$ cat src/rtl/ahb_arb_pkg.sv
// Shared types for the AHB master arbiter: transfer-type encoding, burst constant
// and the address/data pipeline occupancy states.
package ahb_arb_pkg;

    typedef enum logic [1:0] {
        HTRANS_IDLE   = 2'b00,
        HTRANS_BUSY   = 2'b01,
        HTRANS_NONSEQ = 2'b10,
        HTRANS_SEQ    = 2'b11
    } htrans_t;

    localparam logic [2:0] HBURST_SINGLE = 3'b000;

    typedef enum logic [1:0] {
        IDLE = 2'b00,
        ADDR = 2'b01,
        PIPE = 2'b11,
        DATA = 2'b10
    } arb_state_t;

    function automatic arb_state_t state_of(input logic a_full, input logic d_full);
        arb_state_t s;
        case ({a_full, d_full})
            2'b10:   s = ADDR;
            2'b11:   s = PIPE;
            2'b01:   s = DATA;
            default: s = IDLE;
        endcase
        return s;
    endfunction

endpackage

$ cat src/rtl/ahb_arb_picker.sv
// Combinational one-hot grant: first asserted request found when scanning upward
// from the pointer and wrapping; a pointer tied to zero gives fixed priority.
module ahb_arb_picker #(
    parameter int NUM_REQ = 4
) (
    input  logic [NUM_REQ-1:0]         req_i,
    input  logic [$clog2(NUM_REQ)-1:0] ptr_i,
    output logic [NUM_REQ-1:0]         gnt_o
);

    localparam int IDW = $clog2(NUM_REQ);

    logic found;

    always_comb begin
        gnt_o = '0;
        found = 1'b0;
        for (int off = 0; off < NUM_REQ; off++) begin
            int s;
            s = int'(ptr_i) + off;
            if (s >= NUM_REQ) s = s - NUM_REQ;
            if (!found && req_i[IDW'(s)]) begin
                found            = 1'b1;
                gnt_o[IDW'(s)]   = 1'b1;
            end
        end
    end

endmodule

$ cat src/rtl/ahb_master_arbiter.sv
// Shares one AHB master port among NUM_REQ requesters, one SINGLE transfer per request.
// Define AHB_ARB_ROUND_ROBIN_EN for round-robin priority; otherwise requester 0 wins.
module ahb_master_arbiter
    import ahb_arb_pkg::*;
#(
    parameter int NUM_REQ = 4,
    parameter int AHB_AW  = 32,
    parameter int AHB_DW  = 32
) (
    input  logic                         clk,
    input  logic                         reset_n,
    input  logic [NUM_REQ-1:0]           req_valid,
    output logic [NUM_REQ-1:0]           req_ready,
    input  logic [NUM_REQ-1:0]           req_write,
    input  logic [3*NUM_REQ-1:0]         req_size,
    input  logic [AHB_AW*NUM_REQ-1:0]    req_addr,
    input  logic [AHB_DW*NUM_REQ-1:0]    req_wdata,
    output logic                         rsp_valid,
    output logic [$clog2(NUM_REQ)-1:0]   rsp_id,
    output logic [AHB_DW-1:0]            rsp_rdata,
    output logic [AHB_AW-1:0]            haddr,
    output logic                         hwrite,
    output logic [2:0]                   hsize,
    output logic [2:0]                   hburst,
    output logic [1:0]                   htrans,
    output logic [AHB_DW-1:0]            hwdata,
    input  logic [AHB_DW-1:0]            hrdata,
    input  logic                         hready
);

    localparam int IDW = $clog2(NUM_REQ);

    arb_state_t        state_q, state_d;
    htrans_t           htrans_q;
    logic [AHB_AW-1:0] haddr_q;
    logic              hwrite_q;
    logic [2:0]        hsize_q;
    logic [AHB_DW-1:0] hwdata_q;
    logic              rsp_valid_q;
    logic [IDW-1:0]    rsp_id_q;
    logic [AHB_DW-1:0] rsp_rdata_q;

    logic [AHB_DW-1:0] a_wdata_q;
    logic [IDW-1:0]    a_id_q;
    logic              d_write_q;
    logic [IDW-1:0]    d_id_q;

    logic a_full, d_full, a_adv, d_done, a_can_load, load, a_full_d, d_full_d;
    logic [NUM_REQ-1:0] pick_gnt;
    logic [IDW-1:0]     ptr;
    logic [AHB_AW-1:0]  sel_addr;
    logic               sel_write;
    logic [2:0]         sel_size;
    logic [AHB_DW-1:0]  sel_wdata;
    logic [IDW-1:0]     sel_id;

    assign a_full     = (state_q == ADDR) || (state_q == PIPE);
    assign d_full     = (state_q == PIPE) || (state_q == DATA);
    assign a_adv      = a_full && hready;
    assign d_done     = d_full && hready;
    assign a_can_load = !a_full || hready;

    ahb_arb_picker #(.NUM_REQ(NUM_REQ)) u_picker (
        .req_i (req_valid),
        .ptr_i (ptr),
        .gnt_o (pick_gnt)
    );

    // Grant is held off while reset is asserted so req_ready shows its reset value.
    assign req_ready = (reset_n && a_can_load) ? pick_gnt : '0;
    assign load      = |req_ready;

    always_comb begin
        sel_addr  = '0;
        sel_write = 1'b0;
        sel_size  = '0;
        sel_wdata = '0;
        sel_id    = '0;
        for (int i = 0; i < NUM_REQ; i++) begin
            if (pick_gnt[i]) begin
                sel_addr  = req_addr[i*AHB_AW +: AHB_AW];
                sel_write = req_write[i];
                sel_size  = req_size[i*3 +: 3];
                sel_wdata = req_wdata[i*AHB_DW +: AHB_DW];
                sel_id    = IDW'(i);
            end
        end
    end

`ifdef AHB_ARB_ROUND_ROBIN_EN
    logic [IDW-1:0] ptr_q;

    always_ff @(posedge clk or negedge reset_n) begin
        if (!reset_n) begin
            ptr_q <= '0;
        end else if (load) begin
            ptr_q <= (sel_id == IDW'(NUM_REQ - 1)) ? '0 : sel_id + 1'b1;
        end
    end

    assign ptr = ptr_q;
`else
    assign ptr = '0;
`endif

    always_comb begin
        a_full_d = load || (a_full && !hready);
        d_full_d = a_adv || (d_full && !hready);
        state_d  = state_of(a_full_d, d_full_d);
    end

    // Address-phase bus signals double as the A-stage registers, so they hold when A empties.
    always_ff @(posedge clk or negedge reset_n) begin
        if (!reset_n) begin
            state_q     <= IDLE;
            htrans_q    <= HTRANS_IDLE;
            haddr_q     <= '0;
            hwrite_q    <= 1'b0;
            hsize_q     <= '0;
            hwdata_q    <= '0;
            rsp_valid_q <= 1'b0;
            rsp_id_q    <= '0;
            rsp_rdata_q <= '0;
        end else begin
            state_q  <= state_d;
            htrans_q <= a_full_d ? HTRANS_NONSEQ : HTRANS_IDLE;
            if (load) begin
                haddr_q  <= sel_addr;
                hwrite_q <= sel_write;
                hsize_q  <= sel_size;
            end
            if (a_adv && hwrite_q) begin
                hwdata_q <= a_wdata_q;
            end
            rsp_valid_q <= d_done;
            if (d_done) begin
                rsp_id_q    <= d_id_q;
                rsp_rdata_q <= d_write_q ? '0 : hrdata;
            end
        end
    end

    always_ff @(posedge clk) begin
        if (load) begin
            a_wdata_q <= sel_wdata;
            a_id_q    <= sel_id;
        end
        if (a_adv) begin
            d_write_q <= hwrite_q;
            d_id_q    <= a_id_q;
        end
    end

    assign htrans    = htrans_q;
    assign hburst    = HBURST_SINGLE;
    assign haddr     = haddr_q;
    assign hwrite    = hwrite_q;
    assign hsize     = hsize_q;
    assign hwdata    = hwdata_q;
    assign rsp_valid = rsp_valid_q;
    assign rsp_id    = rsp_id_q;
    assign rsp_rdata = rsp_rdata_q;

endmodule

$ cat config.mk
export PLATFORM = sky130hd
export DESIGN_NAME = ahb_master_arbiter
export DESIGN_NICKNAME = d
export VERILOG_FILES = /design/src/rtl/ahb_arb_pkg.sv /design/src/rtl/ahb_arb_picker.sv /design/src/rtl/ahb_master_arbiter.sv
export SDC_FILE = /design/constraint.sdc
export NUM_CORES = 1
export LEC_CHECK = 0
export ABC_AREA = 1
export CAP_MARGIN = 20
export CORE_AREA = 2 2 163 165
export DETAILED_ROUTE_END_ITERATION = 8
export DIE_AREA = 0 0 165 167
export GPL_ROUTABILITY_DRIVEN = 1
export PLACE_DENSITY = 0.65
export SYNTH_ARGS = -nofsm -noshare
export SYNTH_HDL_FRONTEND = slang
export SYNTH_SLANG_ARGS = --single-unit
$ cat constraint.sdc
create_clock -name clk -period 2.35 [get_ports clk]
set_input_delay 0.47 -clock clk [delete_from_list [all_inputs] [get_ports clk]]
set_output_delay 0.47 -clock clk [all_outputs]
set_load 0.1 [all_outputs]
Word level (Yosys, flattened, before mapping)
Cells that the tools add are included.
Widths: inputs -> output; s select.
{ "classes": {"n_eq_ne": 6, "n_mux": 25, "n_reduce_logical": 17} }
{ "op_table": {"columns": ["op", "count"], "rows": [
  ["$mux 32", 9],
  ["$mux 3", 4],
  ["$eq 2x2->1 const B", 4],
  ["$mux 1", 8],
  ["$logic_and 1x1->1", 7],
  ["$pmux 2 s3", 1],
  ["$logic_or 1x1->1", 5],
  ["$eq 2x1->1 const B", 2],
  ["$mux 2", 2],
  ["$mux 4", 1],
  ["$reduce_or 4->1", 1],
  ["$logic_not 1->1", 3],
  ["$reduce_or 2->1 const A", 1]
]} }
{ "totals": {"register_bits": 144, "in_bits": 311, "out_inout_bits": 112} }

Longest topological paths before layout
Gate-level depths: netlist of run 1.
{ "logic_depth": {"ltp_word": 10, "mapped_depth": 7} }

Hierarchy
From an unflattened synthesis of run 1, not the netlist that was laid out.
{ "unflattened": {"hier_cells": 1123, "hier_area_um2": 8104.0} }
{ "modules_own_cells": {"columns": ["module", "n_inst", "cells_each", "area_each_um2", "seq_area_each_um2"], "rows": [
  ["ahb_master_arbiter", 1, 1033, 7608.5, 3738.6],
  ["ahb_arb_picker", 1, 90, 495.5, 0.0]
]} }

Worst setup path after synthesis of run 1
Ideal clock, no wire load.
{ "synth_path": {"path_kind": "input port to output port", "startpoint": "input port req_valid[0]", "endpoint": "output port req_ready[0]", "arrival_ns": 1.664, "required_time_ns": 1.880, "setup_slack_ns": 0.216, "path_stages": 5, "cell_sequence": "buf_4 -> nand3_2 -> buf_2 -> buf_2 -> inv_1"} }
{ "synth_between": {"elab_chain_cells": 3} }
{ "synth_rtl": {"columns": ["item", "line", "source"], "rows": [
  ["start: declaration", "ahb_master_arbiter.sv:12", "input logic [NUM_REQ-1:0] req_valid,"],
  ["$mux 1", "ahb_arb_picker.sv:22", "if (!found && req_i[IDW'(s)]) begin"],
  ["$mux 2", "ahb_arb_picker.sv:22", null],
  ["$mux 4", "ahb_master_arbiter.sv:70", "assign req_ready = (reset_n && a_can_load) ? pick_gnt : '0;"],
  ["end: declaration", "ahb_master_arbiter.sv:13", "output logic [NUM_REQ-1:0] req_ready,"]
]} }
No other way between the ends.

Worst setup path in the final report of run 1
{ "layout_path": {"startpoint": "input port hready", "endpoint": "output port req_ready[0]"} }
{ "layout_between": {"elab_chain_cells": 3} }
{ "layout_rtl": {"columns": ["item", "line", "source"], "rows": [
  ["start: declaration", "ahb_master_arbiter.sv:28", "input logic hready"],
  ["$logic_or 1x1->1", "ahb_master_arbiter.sv:61", "assign a_can_load = !a_full || hready;"],
  ["$logic_and 1x1->1", "ahb_master_arbiter.sv:70", null],
  ["$mux 4", "ahb_master_arbiter.sv:70", null]
]} }
No other way between the ends.

==> impl_metrics.json, run 1 <==
{
  "end_kind": "output port",
  "vias": 5341,
  "cpMostUsedCell": "inv_1",
  "start_util": 0.233,
  "wl_per_cell_um": 14.5,
  "reg2reg_depth": 4,
  "dp_hpwl_um": 13200,
  "synth.distinct_cells": 15,
  "clkTransAtPathRegs_ps": 60,
  "yosysTopAreaCell": "dfrtp_1",
  "setup_viol": 0,
  "dieWidth_um": 165,
  "drive_above_1_share": 0.170,
  "crit_slowest_cell": "clkdlybuf4s50_1",
  "viasPerCell": 4.21,
  "r2r_start": "state_q[0]$_DFF_PN0_",
  "post-synth-top-count-cell": "nand2_1",
  "ios": 423,
  "fin_crit_ps": 2100,
  "synth_area_leaders": "dfrtp_1, nand2_1, edfxtp_1, nand3_1, a22o_1",
  "clock.fmax_mhz": 475,
  "crit_type": "input pin to output port",
  "grt_use_total": 0.131,
  "path_cells": "clkdlybuf4s50_1 -> inv_1 -> nand2_2 -> nand3_2 -> inv_1 -> buf_12",
  "r2r_end": "a_wdata_q[0]$_DFFE_PP_",
  "grt_pass1_vias": 5223,
  "coreArea_sq_um": 25800,
  "firstDrtPassIters": 4,
  "start_kind": "input pin",
  "finClkSkew_ps": 9.81,
  "clk_latency_ps": 410,
  "utilization": 0.368,
  "regToRegSetupSlack_ps": 920,
  "path_max_fanout": 4,
  "drcViolationCount": 0,
  "synth_commonest_cells": "nand2_1, dfrtp_1, nand3_1, edfxtp_1",
  "grt_max_degree": 106,
  "ant_nets": 0,
  "antenna_found_initial": 1,
  "worst-path-buf-inv": 4,
  "period_share": 0.896,
  "required_ps": 1880,
  "grt_pass1_wl_um": 28000,
  "finalHoldViolations": 0,
  "ys.flop_type": "dfrtp_1",
  "ctsResizeCount": 0,
  "yosysWarnings": 0,
  "globalRouteOverflowTotal": 0,
  "slew_headroom": 0.615,
  "dpl.cell_count": 1236,
  "crit_family": "buffers and inverters",
  "cts_buffers": 17,
  "port_buffers": 277,
  "hold_class": "input pin to asynchronous set/reset pin",
  "die_h_um": 167,
  "p_leak_nw": 4.56,
  "syn2layout_area_growth_pct": 57.8,
  "drv_slew": 0,
  "postCtsHoldBufs": 0,
  "stdcell_count": 1268,
  "die_area_sq_um": 27600,
  "htree_levels": 4,
  "gp_congestion": 0.744,
  "tns_ps": 0,
  "post_cts_buffers": 0,
  "cts_buffer_depth": 2,
  "n_antenna_cell": 0,
  "ys_seq_area_frac": 0.612,
  "synthArstFlopShare": 0.750,
  "ys_seq_elements": 140,
  "vdd_drop_max_v": 0.000684,
  "synth_cells": 656,
  "rsz0062_at_grt": "false",
  "synth_edf_count": 35,
  "synth_top_cell_area_share": 0.437,
  "syn_avg_cell_area_sq_um": 9.16,
  "status": "complete, no violations",
  "max-cap-violations": 0,
  "startpoint": "hready",
  "cts_root_buffer": "clkbuf_16",
  "rows": 59,
  "tightest_slew_ps": 577,
  "cts_tree": "done",
  "synth_area_sq_um": 6010,
  "clkSinkCount": 140,
  "layout.nets": 1231,
  "p_per_area_nw_per_um2": 1210,
  "drt_iter0_markers": 208,
  "slowest_delay_ps": 520,
  "cp.arrival_ps": 1630,
  "routed_wl_um": 18400
}
state kept, by name, summed over array words and instances (netlist names):
| name | count |
|---|---|
| a_id_q | 1 |
| rsp_id | 1 |
| a_wdata_q | 32 |
| d_write_q | 1 |
| d_id_q | 1 |
| state_q | 2 |
| hwrite | 1 |
| hwdata | 32 |
| hsize | 3 |
| htrans | 1 |
| haddr | 32 |
| rsp_valid | 1 |
| rsp_rdata | 32 |
through the flow:
stage	area [sq um]	power, mW	worst slack, ps	hold WS [ps]
finish	9480	11.5	245	222
detailed placement	8920	9.10	221	413
global placement	8920	9.07	228	403
global route	9480	12.0	158	258
CTS	9480	11.7	216	250
floorplan	6030	7.57	216	174
routing by layer:
| layer | routed length (um) | share of wire | global-route usage | vias to the layer above |
|---|---|---|---|---|
| li1 | - | - | - | 2655 |
| met3 | 1320 | 0.072 | 0.0411 | 20 |
| met4 | 338 | 0.018 | 0.0439 | 0 |
| met1 | 7930 | 0.43 | 0.159 | 2475 |
| met2 | 8810 | 0.48 | 0.220 | 191 |
| met5 | 0 | 0 | 0 | - |
worst max path at each step:
stage / to / slack (ps) / cells after the start
6_report: req_ready[0] / 250 / 6
5_1_grt: req_ready[0] / 160 / 6
4_1_cts: req_ready[0] / 220 / 6
3_5_place_dp: a_wdata_q[31]$_DFFE_PP_ / 220 / 6
3_3_place_gp: req_ready[0] / 230 / 6
2_1_floorplan: req_ready[0] / 220 / 5
kinds of logic (layout without fill, tap and decap cells):
group	Yosys count	count (layout)	synth area share
buf+inv	60	331	0.0492
flops	140	140	0.612
simple gates	391	391	0.265
compound gates	64	64	0.0733
other cells	1	7	0.000624
layout make-up:
class	instances	area, sq um
multi-input combinational	462	2060
timing repair buffer	292	2740
fill	2640	16300
clock inverter	12	87.6
tap	335	419
clock buffer	20	468
inverter	7	26.3
sequential	140	3680
placed cells by master (no fill, tap or decap):
cell type          n
a22o_1            32
buf_12            10
buf_2              1
buf_4            111
clkbuf_1           1
clkbuf_16         18
clkbuf_8           1
clkdlybuf4s50_1  170
clkinv_1           1
clkinv_2           4
clkinv_4           3
clkinvlp_4         2
conb_1             7
dfrtp_1          105
edfxtp_1          35
inv_1              6
inv_6              3
nand2_1          315
nand2_2            3
nand3_1           70
nand3_2            2
nor2_8             1
o21ai_0           32
power by group:
part,switching [mW],internal [mW]
clock,1.05,1.45
sequential,0.289,3.04
combinational,4.50,1.18
(Power assumes the default switching activity.)
==> inputs of run 2 (changes only) <==
--- a/constraint.sdc
+++ b/constraint.sdc
@@ -3,2 +3,2 @@
 set_output_delay 0.47 -clock clk [all_outputs]
-set_load 0.1 [all_outputs]
+set_load 0.02 [all_outputs]
==> run 2 against run 1 <==
Register-to-register slack lost 260 ps. First-iteration DRC count fell by 0.96%. Largest cell class unchanged. Critical path type unchanged. Sequential cell count unchanged. Clock power is 12% higher. Largest power group is now registers. Die area unchanged. Utilization is 0.99 points higher. Sequential power barely moved.
==> impl_metrics.json, run 2 (synthesis gave the netlist of run 1 again) <==
{
  "routed_wl_um": 18500,
  "drv_slew": 0,
  "globalRouteOverflowTotal": 0,
  "final_common_cell": "nand2_1",
  "vias": 5351,
  "cts_buffers": 17,
  "port_buffers": 277,
  "period_share": 0.896,
  "die_area_sq_um": 27600,
  "ios": 423,
  "crit_slowest_cell": "clkdlybuf4s50_1",
  "final_cell_mix": "nand2_1, clkdlybuf4s50_1, dfrtp_1, nand3_1, edfxtp_1",
  "required_ps": 1880,
  "gp_congestion": 0.734,
  "p_leak_nw": 4.42,
  "hold_slack_ps": 194,
  "stdcell_count": 1269,
  "utilization": 0.378,
  "viasPerCell": 4.22,
  "start_kind": "input pin",
  "drcViolationCount": 0,
  "clkSinkCount": 140,
  "drive_above_1_share": 0.0589,
  "p_per_area_nw_per_um2": 917,
  "syn2layout_area_growth_pct": 62.0,
  "clock.fmax_mhz": 475,
  "worst-path-buf-inv": 4,
  "ant_nets": 0,
  "crit_type": "input pin to output port",
  "rsz0062_at_grt": "false",
  "tightest_slew_ps": 712,
  "grt_pass1_wl_um": 28100,
  "drt_iter0_markers": 206,
  "finalHoldViolations": 0,
  "path_max_fanout": 3,
  "pre_cts_ws_ps": -36.7,
  "cts_tree": "done",
  "dp_hpwl_um": 13200,
  "finClkSkew_ps": 10.1,
  "cts_root_buffer": "clkbuf_16",
  "slew_headroom": 0.525,
  "vdd_drop_max_v": 0.000384,
  "wl_per_cell_um": 14.6,
  "grt_pass1_vias": 5131,
  "n_antenna_cell": 0,
  "hold_class": "input pin to asynchronous set/reset pin",
  "clk_latency_ps": 420,
  "fin_ws_ps": 244,
  "clkTransAtPathRegs_ps": 60,
  "tns_ps": 0,
  "slowest_delay_ps": 480,
  "fin_crit_ps": 2110,
  "die_h_um": 167,
  "end_kind": "output port",
  "dpl.cell_count": 1237,
  "rows": 59,
  "grt_use_total": 0.133,
  "htree_levels": 4,
  "max-cap-violations": 0,
  "grt_max_degree": 106,
  "coreArea_sq_um": 25800,
  "cpMostUsedCell": "inv_1",
  "antenna_found_initial": 0,
  "setup_viol": 0,
  "status": "complete, no violations",
  "layout.nets": 1232,
  "start_util": 0.233,
  "stdcell_area_sq_um": 9730,
  "p_total_mw": 8.93,
  "cts_buffer_depth": 2,
  "firstDrtPassIters": 4,
  "cp.arrival_ps": 1640,
  "dieWidth_um": 165,
  "path_cells": "clkdlybuf4s50_1 -> inv_1 -> nand2_2 -> nand3_2 -> inv_1 -> dlygate4sd2_1",
  "placed_area_sq_um": 9120,
  "regToRegSetupSlack_ps": 660,
  "crit_family": "buffers and inverters",
  "post_cts_buffers": 0
}
-- run 2: per-layer routing --
| layer | track usage | wire length [um] | vias to the layer above |
|---|---|---|---|
| li1 | - | - | 2655 |
| met2 | 0.223 | 8990 | 185 |
| met4 | 0.0378 | 234 | 0 |
| met1 | 0.159 | 7800 | 2495 |
| met5 | 0 | 0 | - |
| met3 | 0.0466 | 1490 | 16 |
-- run 2: area by class of cell --
class | instances | area (sq um)
fillers | 2574 | 16000
repair buffers | 293 | 2930
inverters | 7 | 26.3
well taps | 335 | 419
clock inverters | 12 | 161
flip-flops and latches | 140 | 3680
clock buffers | 20 | 457
multi-input cells | 462 | 2060
-- run 2: worst register-to-register path: cells and delay by family (launching register included) --
family	cells	cell delay, ps
and+or+nand+nor	3	390
DFF	1	380
buffers and inverters	2	530
-- run 2: path summary, 6_finish.rpt --
kind / end / startpoint / depth (start not counted)
hold reg to reg: d_id_q[0]$_DFFE_PP_ / a_id_q[0]$_DFFE_PP_ / 0
setup reg to reg: a_wdata_q[7]$_DFFE_PP_ / state_q[0]$_DFF_PN0_ / 5
max in group asynchronous: haddr[25]$_DFFE_PN0P_ / reset_n / 2
min in group clk: d_id_q[0]$_DFFE_PP_ / a_id_q[0]$_DFFE_PP_ / 0
hold / removal: hwdata[22]$_DFFE_PN0P_ / reset_n / 2
setup / recovery: req_ready[1] / hready / 6
-- run 2: what timing repair did --
item / 4_1_cts / 5_1_grt
endpoints found under the setup margin: 2 / 0
hold buffers: 0 / 0
gates resized for setup: 2 / 0
-- run 2: report_power, final --
| part | switching, mW | internal (mW) | total [mW] |
|---|---|---|---|
| clock | 1.06 | 1.74 | 2.80 |
| combinational | 1.47 | 1.35 | 2.82 |
| sequential | 0.274 | 3.04 | 3.31 |
==> inputs of run 3 (changes only) <==
SETUP_SLACK_MARGIN = 0.02   (was not set)
==> results of run 3 <==
The final DEF is identical to that of run 2; final timing and power are the same.
